<file path="config.mk">
export PLATFORM = sky130hd
export DESIGN_NAME = usr_shift_controller
export DESIGN_NICKNAME = d
export VERILOG_FILES = /design/src/rtl/usr_shift_controller.sv
export SDC_FILE = /design/constraint.sdc
export NUM_CORES = 1
export LEC_CHECK = 0
export ABC_AREA = 1
export ABC_CLOCK_PERIOD_IN_PS = 1200
export BUFFER_PORTS_ARGS = -buffer_cell sky130_fd_sc_hd__clkbuf_2
export CAP_MARGIN = 5
export CORE_MARGIN = 2
export CORE_UTILIZATION = 46
export DETAILED_ROUTE_END_ITERATION = 12
export PLACE_DENSITY = 0.83
export SLEW_MARGIN = 10
export SYNTH_ARGS = -nofsm -noshare
export SYNTH_HDL_FRONTEND = slang
export SYNTH_SLANG_ARGS = --single-unit
</file>
<file path="constraint.sdc">
create_clock -name clk -period 1.2 [get_ports clk]
set_clock_uncertainty 0.1 [all_clocks]
set_input_delay 0.24 -clock clk [delete_from_list [all_inputs] [get_ports clk]]
set_output_delay 0.24 -clock clk [all_outputs]
set_load 0.03 [all_outputs]
</file>
<file path="src/rtl/usr_shift_controller.sv">
// Command sequencer for a universal shift register. It accepts one command
// per handshake. For each command it loads a word into the register, applies
// N left or right shifts with a programmable serial fill bit, and collects
// the bits that leave the register. It then reports the final register word
// and the collected bits together with a one-cycle result strobe.
module usr_shift_controller #(
    parameter int WIDTH = 4,
    parameter int CNT_W = 3
) (
    input  logic             clk,
    input  logic             rst,
    input  logic             cmd_valid,
    output logic             cmd_ready,
    input  logic             cmd_dir,
    input  logic [CNT_W-1:0] cmd_count,
    input  logic [WIDTH-1:0] cmd_data,
    input  logic             cmd_fill,
    output logic [1:0]       sr_sel,
    output logic [WIDTH-1:0] sr_p_in,
    output logic             sr_s_right_in,
    output logic             sr_s_left_in,
    input  logic [WIDTH-1:0] sr_p_out,
    input  logic             sr_s_right_out,
    input  logic             sr_s_left_out,
    output logic             busy,
    output logic             result_valid,
    output logic [WIDTH-1:0] result_data,
    output logic [WIDTH-1:0] result_spill
);

    typedef enum logic [1:0] {
        IDLE  = 2'b00,
        LOAD  = 2'b01,
        SHIFT = 2'b10,
        DONE  = 2'b11
    } state_t;

    state_t             state_r;
    state_t             state_s;
    logic               dir_r;
    logic [CNT_W-1:0]   count_r;
    logic [WIDTH-1:0]   data_r;
    logic               fill_r;
    logic [CNT_W-1:0]   cnt_r;
    logic [WIDTH-1:0]   spill_r;
    logic [WIDTH-1:0]   hold_data_r;
    logic [WIDTH-1:0]   hold_spill_r;
    logic               exit_s;

    // Next-state logic: LOAD always lasts one cycle, and SHIFT ends on the
    // last remaining shift.
    always_comb begin
        state_s = state_r;
        case (state_r)
            IDLE: begin
                if (cmd_valid) begin
                    state_s = LOAD;
                end else begin
                    state_s = IDLE;
                end
            end
            LOAD: begin
                if (count_r == {CNT_W{1'b0}}) begin
                    state_s = DONE;
                end else begin
                    state_s = SHIFT;
                end
            end
            SHIFT: begin
                if (cnt_r == CNT_W'(1)) begin
                    state_s = DONE;
                end else begin
                    state_s = SHIFT;
                end
            end
            DONE:    state_s = IDLE;
            default: state_s = IDLE;
        endcase
    end

    // Moore decode of the register controls from the state and the latched
    // command fields.
    always_comb begin
        sr_sel        = 2'b00;
        sr_p_in       = {WIDTH{1'b0}};
        sr_s_right_in = 1'b0;
        sr_s_left_in  = 1'b0;
        case (state_r)
            LOAD: begin
                sr_sel  = 2'b11;
                sr_p_in = data_r;
            end
            SHIFT: begin
                if (dir_r) begin
                    sr_sel       = 2'b10;
                    sr_s_left_in = fill_r;
                end else begin
                    sr_sel        = 2'b01;
                    sr_s_right_in = fill_r;
                end
            end
            default: begin
                sr_sel = 2'b00;
            end
        endcase
    end

    // Select the bit that leaves the register in the active shift direction.
    always_comb begin
        if (dir_r) begin
            exit_s = sr_s_left_out;
        end else begin
            exit_s = sr_s_right_out;
        end
    end

    // State, latched command, shift counter, spill collection and the
    // result holding registers.
    always_ff @(posedge clk) begin
        if (rst) begin
            state_r      <= IDLE;
            dir_r        <= 1'b0;
            count_r      <= {CNT_W{1'b0}};
            data_r       <= {WIDTH{1'b0}};
            fill_r       <= 1'b0;
            cnt_r        <= {CNT_W{1'b0}};
            spill_r      <= {WIDTH{1'b0}};
            hold_data_r  <= {WIDTH{1'b0}};
            hold_spill_r <= {WIDTH{1'b0}};
        end else begin
            state_r <= state_s;
            case (state_r)
                IDLE: begin
                    if (cmd_valid) begin
                        dir_r   <= cmd_dir;
                        count_r <= cmd_count;
                        data_r  <= cmd_data;
                        fill_r  <= cmd_fill;
                        spill_r <= {WIDTH{1'b0}};
                    end
                end
                LOAD: begin
                    cnt_r <= count_r;
                end
                SHIFT: begin
                    cnt_r <= cnt_r - CNT_W'(1);
                    if (dir_r) begin
                        spill_r <= {spill_r[WIDTH-2:0], exit_s};
                    end else begin
                        spill_r <= {exit_s, spill_r[WIDTH-1:1]};
                    end
                end
                DONE: begin
                    hold_data_r  <= sr_p_out;
                    hold_spill_r <= spill_r;
                end
                default: begin
                    cnt_r <= cnt_r;
                end
            endcase
        end
    end

    // Handshake and result outputs. During DONE the outputs show the live
    // register word and the spill, and after DONE they show the held copies.
    always_comb begin
        cmd_ready    = (state_r == IDLE) && !rst;
        busy         = (state_r != IDLE);
        result_valid = (state_r == DONE);
        if (state_r == DONE) begin
            result_data  = sr_p_out;
            result_spill = spill_r;
        end else begin
            result_data  = hold_data_r;
            result_spill = hold_spill_r;
        end
    end

endmodule

</file>
==> summary.md, run 1 <==
| Metric | Value |
|---|---|
| Status | finished, violations left |
| Failing checks | setup timing |
| First-pass GRT wire length | 6610 um |
| Final Worst Setup Slack | -574 ps |
| Critical Path Start | state_r[0] |
| Final net count | 280 |
| GRT overflow | 0 |
| Filler cell count | 152 |
| CTS tree | yes |
| Fin crit share | 148% |
| Antenna violations before repair | 0 |
| Deepest clock path buffer count | 2 |
| RePlAce Congestion | about 0.8 |
| P per Cell Area | 1940 mW/mm^2 |
| FP Rows | 19 |
| CTS root buffer | clkbuf_4 |
| Slew @ Worst Pin | 226 ps |
| Maximum vdd drop | ~1600 uV |
| Place WS | -206 ps |
| Startpoint types | flop |
| Via density | 5.28 |
| Max Freq | 0.564 GHz |
| FF-to-FF path depth | 9 |
| GRT Overall Usage | 25.7% |
| Initial core utilization | 48.0% |
| Proportion of layout cells with a drive suffix above 1 | ~57% |
| Inst Count DP | 268 |
| Register Area | 528 um^2 |
| Final setup vio count | 41 |
| Worst EP required | 860 ps |
| Slowest cell on the critical path | dfxtp_4 |
| CP endpoint kind | output port |
| Die Ht | 57.7 um |
| DP HPWL | 2440 um |
| CP endpoint | sr_s_left_in |
| Total number of H-tree levels | 1 |
| Final wirelength | 4460 um |
| Core area | 0.00276 mm^2 |
| Leakage | between 1 and 1.5 nW |
| Multi-input gate area | roughly 980 um^2 |
| 1st-pass router iterations | 4 |
| Antenna violation net count after detailed routing | 0 |
| Post-route cell area | 0.00232 mm^2 |
| Avg Cell Area, Syn | 7.16 um^2 |
| Post-Place Cell Area | ~0.0019 mm^2 |
| RSZ-0062 raised after global routing | yes |
| Largest fanout on the critical path | 4 |
| Post-synth cell types | 19 |
| DIE AREA | between 0.003 and 0.004 mm^2 |
| Worst EP arrival | around 1400 ps |
| Total CTS buffers | 3 |
| Vias | 1,499 |
| DRT iter0 DRCs | 41 |
| Post-route DRC | 0 |
| Worst-skew pair later-pin latency | 330 ps |
| Die Width | 57.7 um |
| Synthesis Warnings | 0 |
| R2r endpoint | spill_r[0] |
| WL/cell | 15.7 um |
| Worst min path class | in2reg |
| Syn nets | 211 |
| CP max stage delay | between 400 and 500 ps |
| Final Util | between 80% and 90% |
| Clk sinks | 26 |
| Seq/Total Area, Yosys | 39.3% |
| Max-slew violation count | 0 |
| Clk slew on worst S/H paths | around 160 ps |
| Final hold vios | 0 |
| Largest net degree at the start of global routing | 15 |
| Tmin final | roughly 1800 ps |
| Mapped Cells | 185 |
| R2r setup slk | -290 ps |
| I/O Pins | 37 |
| WS Path Type | reg2out |
| I/O Buffers | 36 |
| Post-cts hold buffer count | 0 |
| Rel. slew slack | a little over four fifths |
| Final cell count without fillers | 284 |
| FF-to-FF Start | state_r[0] |
| Cell Area, Synth | 0.00133 mm^2 |
| Inserted Diodes | 0 |
| # Max-Cap Violations | 0 |
| Synthesis-to-finish area growth | 75.4% |
| Number of global-route vias before repair | between 1k and 1.5k |
| Worst Hold Depth | 3 |
| Register bit total from synthesis | 26 |
| CP cell instances | inv_6, ha_2, inv_4, nor3_4, clkbuf_8 |
[synth_stat cells (all sizes together)]
library cell  number  area, um^2
nand2             48         188
nor2              28         113
dfxtp             26         521
inv               24        92.6
a21oi             15        75.1
nand3             12        60.1
o21ai             11        77.6
ha                 8         100
buf                5        43.8
nand3b             4        30.0
nor3               2        10.0
o211ai             2        15.0
[per-layer routing]
metal	vias to the layer above	GRT usage, %	share of wire [%]
met4	0	11.6	3.7
li1	721	-	-
met2	60	48.1	52
met5	-	0	0
met1	696	28.4	39
met3	22	4.02	4.8
[final cells by class]
type                            count  area share (%)
Timing Repair Buffer               68            27.0
Inverter                           24            5.44
Multi-Input combinational cell    131            42.0
Tap cell                           31            1.67
Sequential cell                    26            22.7
Clock buffer                        4            1.13
[sequential cells by signal, summed over array words and instances (netlist names)]
| signal | flops |
|---|---|
| count_r | 3 |
| hold_data_r | 4 |
| cnt_r | 3 |
| fill_r | 1 |
| dir_r | 1 |
| hold_spill_r | 4 |
| data_r | 4 |
| spill_r | 4 |
| state_r | 2 |
[placed cells by master, fill, tap and decap left out, types with 3 or more instances in the layout]
cell type  count
inv_4          6
nor2_1        23
nand3b_1       4
clkbuf_8      14
inv_1          8
nand2_2        9
buf_6          6
buf_8          5
a21oi_1       11
nand2_1       21
clkbuf_4       3
inv_2          8
clkbuf_2      17
nand2_4       18
nor2_4         3
o21ai_2        9
ha_4           4
dfxtp_1       24
buf_4         25
nand3_1       12
[worst max-delay path, delay by kind of cell (launching register included)]
kind	cells	cell delay (ps)
and+or+nand+nor	1	120
buffers and inverters	3	330
DFF	1	410
adders and majority gates	1	230
[worst min path at each step]
stage / startpoint / endpoint
floorplan: rst / state_r[1]
global placement: cnt_r[2] / cnt_r[2]
detailed placement: data_r[1] / data_r[1]
CTS: cmd_data[3] / data_r[3]
global route: cmd_count[0] / count_r[0]
finish: cmd_data[1] / data_r[1]
[power by group]
part | internal (W) | leakage [nW] | switching (W)
clock network | 0.000130 | 0.0150 | 0.000269
logic | 0.00130 | 0.844 | 0.00155
registers | 0.00107 | 0.215 | 0.000189
total | 0.00250 | 1.07 | 0.00201
[what timing repair did]
item | in CTS | in global routing
buffers inserted | 6 | 7
gates cloned | 0 | 1
resized for setup | 61 | 18
pin swaps | 4 | 9
endpoints found under the setup margin | 41 | 44
[cell families after synthesis]
logic type | count (synthesis) | synth area share, %
simple gates | 94 | 30.2
buf+inv | 29 | 10.3
compound gates | 28 | 12.7
flops | 26 | 39.3
fa+ha+maj | 8 | 7.55
[stage by stage]
| step | TNS, ps | hold slack, ps | power [W] |
|---|---|---|---|
| 2_1_floorplan | -1350 | 214 | 0.00269 |
| 3_3_place_gp | -3900 | 359 | 0.00319 |
| 3_5_place_dp | -4550 | 373 | 0.00323 |
| 4_1_cts | -11240 | 50.7 | 0.00410 |
| 5_1_grt | -15010 | 62.6 | 0.00474 |
| 6_report | -13110 | 50.2 | 0.00451 |
Note: power is estimated with default switching activity, not from simulation.
==> run 2, diff against run 1 <==
ABC_CLOCK_PERIOD_IN_PS = 1700   (was 1200)
CORE_UTILIZATION = 51   (was 46)
PLACE_DENSITY = 0.86   (was 0.83)
clock period = 1.7 ns   (was 1.2 ns; I/O delays follow)
==> summary.md, run 2 (synthesis gave the netlist of run 1 again) <==
| Metric | Value |
|---|---|
| Slowest cell on the critical path | dfxtp_4 |
| Worst EP arrival | 1410 ps |
| Rel. slew slack | between 70% and 80% |
| Post-cts hold buffer count | 0 |
| I/O Pins | 37 |
| Deepest clock path buffer count | 2 |
| Total CTS buffers | 3 |
| Max Freq | around 0.54 GHz |
| First-pass GRT wire length | 5330 um |
| Leakage | 1.02 nW |
| CTS root buffer | clkbuf_4 |
| Final net count | 261 |
| DIE AREA | 0.00302 mm^2 |
| Final hold vios | 0 |
| CP cell instances | inv_6, ha_4, inv_2, nor3_4, buf_8 |
| CP delay by family, top | flip-flops |
| Max-slew violation count | 0 |
| WL/cell | 14.2 um |
| RePlAce Congestion | around 0.9 |
| Inserted Diodes | 0 |
| Antenna violation net count after detailed routing | 0 |
| CTS tree | yes |
| Tmin final | ~1900 ps |
| Status | finished, violations left |
| Clk sinks | 26 |
| Total number of H-tree levels | 1 |
| Number of global-route vias before repair | 1,140 |
| Commonest non-fill, non-tap cell in the layout | nor2_1 |
| FP Rows | 18 |
| Crit path buf inv count | 3 |
| Vias | 1,413 |
| P per Cell Area | 1370 mW/mm^2 |
| GRT Overall Usage | 25.1% |
| Proportion of layout cells with a drive suffix above 1 | 47.4% |
| Antenna violations before repair | 0 |
| Place WS | 29.0 ps |
| Most frequent cells in the layout | nor2_1 (26), dfxtp_1 (24), nand2_1 (23) |
| CP endpoint kind | output port |
| Initial core utilization | 53.5% |
| Largest net degree at the start of global routing | 18 |
| Worst min path class | in2reg |
| Die Ht | 55.0 um |
| DRT iter0 DRCs | 54 |
| Maximum vdd drop | 1180 uV |
| Slew @ Worst Pin | 337 ps |
| Final wirelength | between 3000 and 4000 um |
| Core area | 0.00248 mm^2 |
| Total negative slack | -1300 ps |
| Fin crit share | 109% |
| Worst-skew pair later-pin latency | ~320 ps |
| WHS | about 150 ps |
| GRT overflow | 0 |
| Die Width | between 50 and 60 um |
| Post-route DRC | 0 |
| Final Worst Setup Slack | -150 ps |
| DP HPWL | 2070 um |
| Largest fanout on the critical path | 4 |
| CP max stage delay | 400 ps |
| I/O Buffers | 36 |
| Final Power | roughly 0.0028 W |
| Startpoint types | flop |
| # Max-Cap Violations | 0 |
| Worst EP required | around 1300 ps |
| Clk slew on worst S/H paths | about 140 ps |
| Synthesis-to-finish area growth | 56.4% |
| WS Path Type | reg2out |
| Via density | 5.35 |
| 1st-pass router iterations | 4 |
| Failing checks | setup timing |
| Final setup vio count | 16 |
| RSZ-0062 raised after global routing | yes |
==> run 2: changes by cell type in the layout (fill, tap and decap cells not counted), moves of 3 or more <==
cell      change
o21ai_2       -3
nand2_4       -6
inv_1         +3
buf_4        -15
nor2_1        +3
buf_8         +9
nand2_2       +4
clkbuf_8     -10
==> run 2: power by group <==
part | switching, W | leakage, nW | internal [W]
Combinational | 0.000921 | 0.780 | 0.000710
Sequential | 0.000144 | 0.215 | 0.000752
Clock | 0.000181 | 0.0210 | 0.000131
Total | 0.00125 | 1.02 | 0.00159
==> run 2: path summary, 6_finish.rpt <==
check	startpoint	cells past startpoint	to	slack, ps
worst min register to register	hold_data_r[0]	2	hold_data_r[0]	380
worst min-delay path	cmd_data[1]	3	data_r[1]	150
worst max register to register	state_r[1]	8	spill_r[2]	190
worst max-delay path	state_r[0]	5	sr_s_left_in	-150
==> run 2: metal layers <==
metal  GRT usage (%)  part of all wire, %  up-vias
met3            5.91                  6.6       10
met4            6.91                  2.3        0
met1            31.2                   37      653
li1                -                    -      686
met2            43.3                   54       64
met5               0                    0        -
==> run 2: stage by stage <==
| stage | std cells | area, um^2 | util [%] |
|---|---|---|---|
| after floorplan | 185 | 1340 | - |
| after global placement | 252 | 1550 | 62.7 |
| after detailed placement | 252 | 1550 | 62.7 |
| after CTS | 261 | 1920 | 77.6 |
| after global routing | 264 | 2070 | 83.6 |
| final | 264 | 2070 | 83.6 |
==> run 2: layout make-up <==
type | instances | area (um^2)
clock buffers | 4 | 36.3
fillers | 139 | 405
inverters | 24 | 113
multi-input cells | 130 | 878
flip-flops and latches | 26 | 528
well taps | 30 | 37.5
repair buffers | 50 | 479
==> run 2: worst min-delay path, delay by kind of cell <==
family          cells  cell delay, ps
compound gates      1              50
buf+inv             1              90
simple gates        1              60
==> run 2: repair_timing <==
item / 4_1_cts / 5_1_grt
resized for setup: 81 / 46
pin swaps: 12 / 3
endpoints found under the setup margin: 19 / 19
buffers inserted: 5 / 3
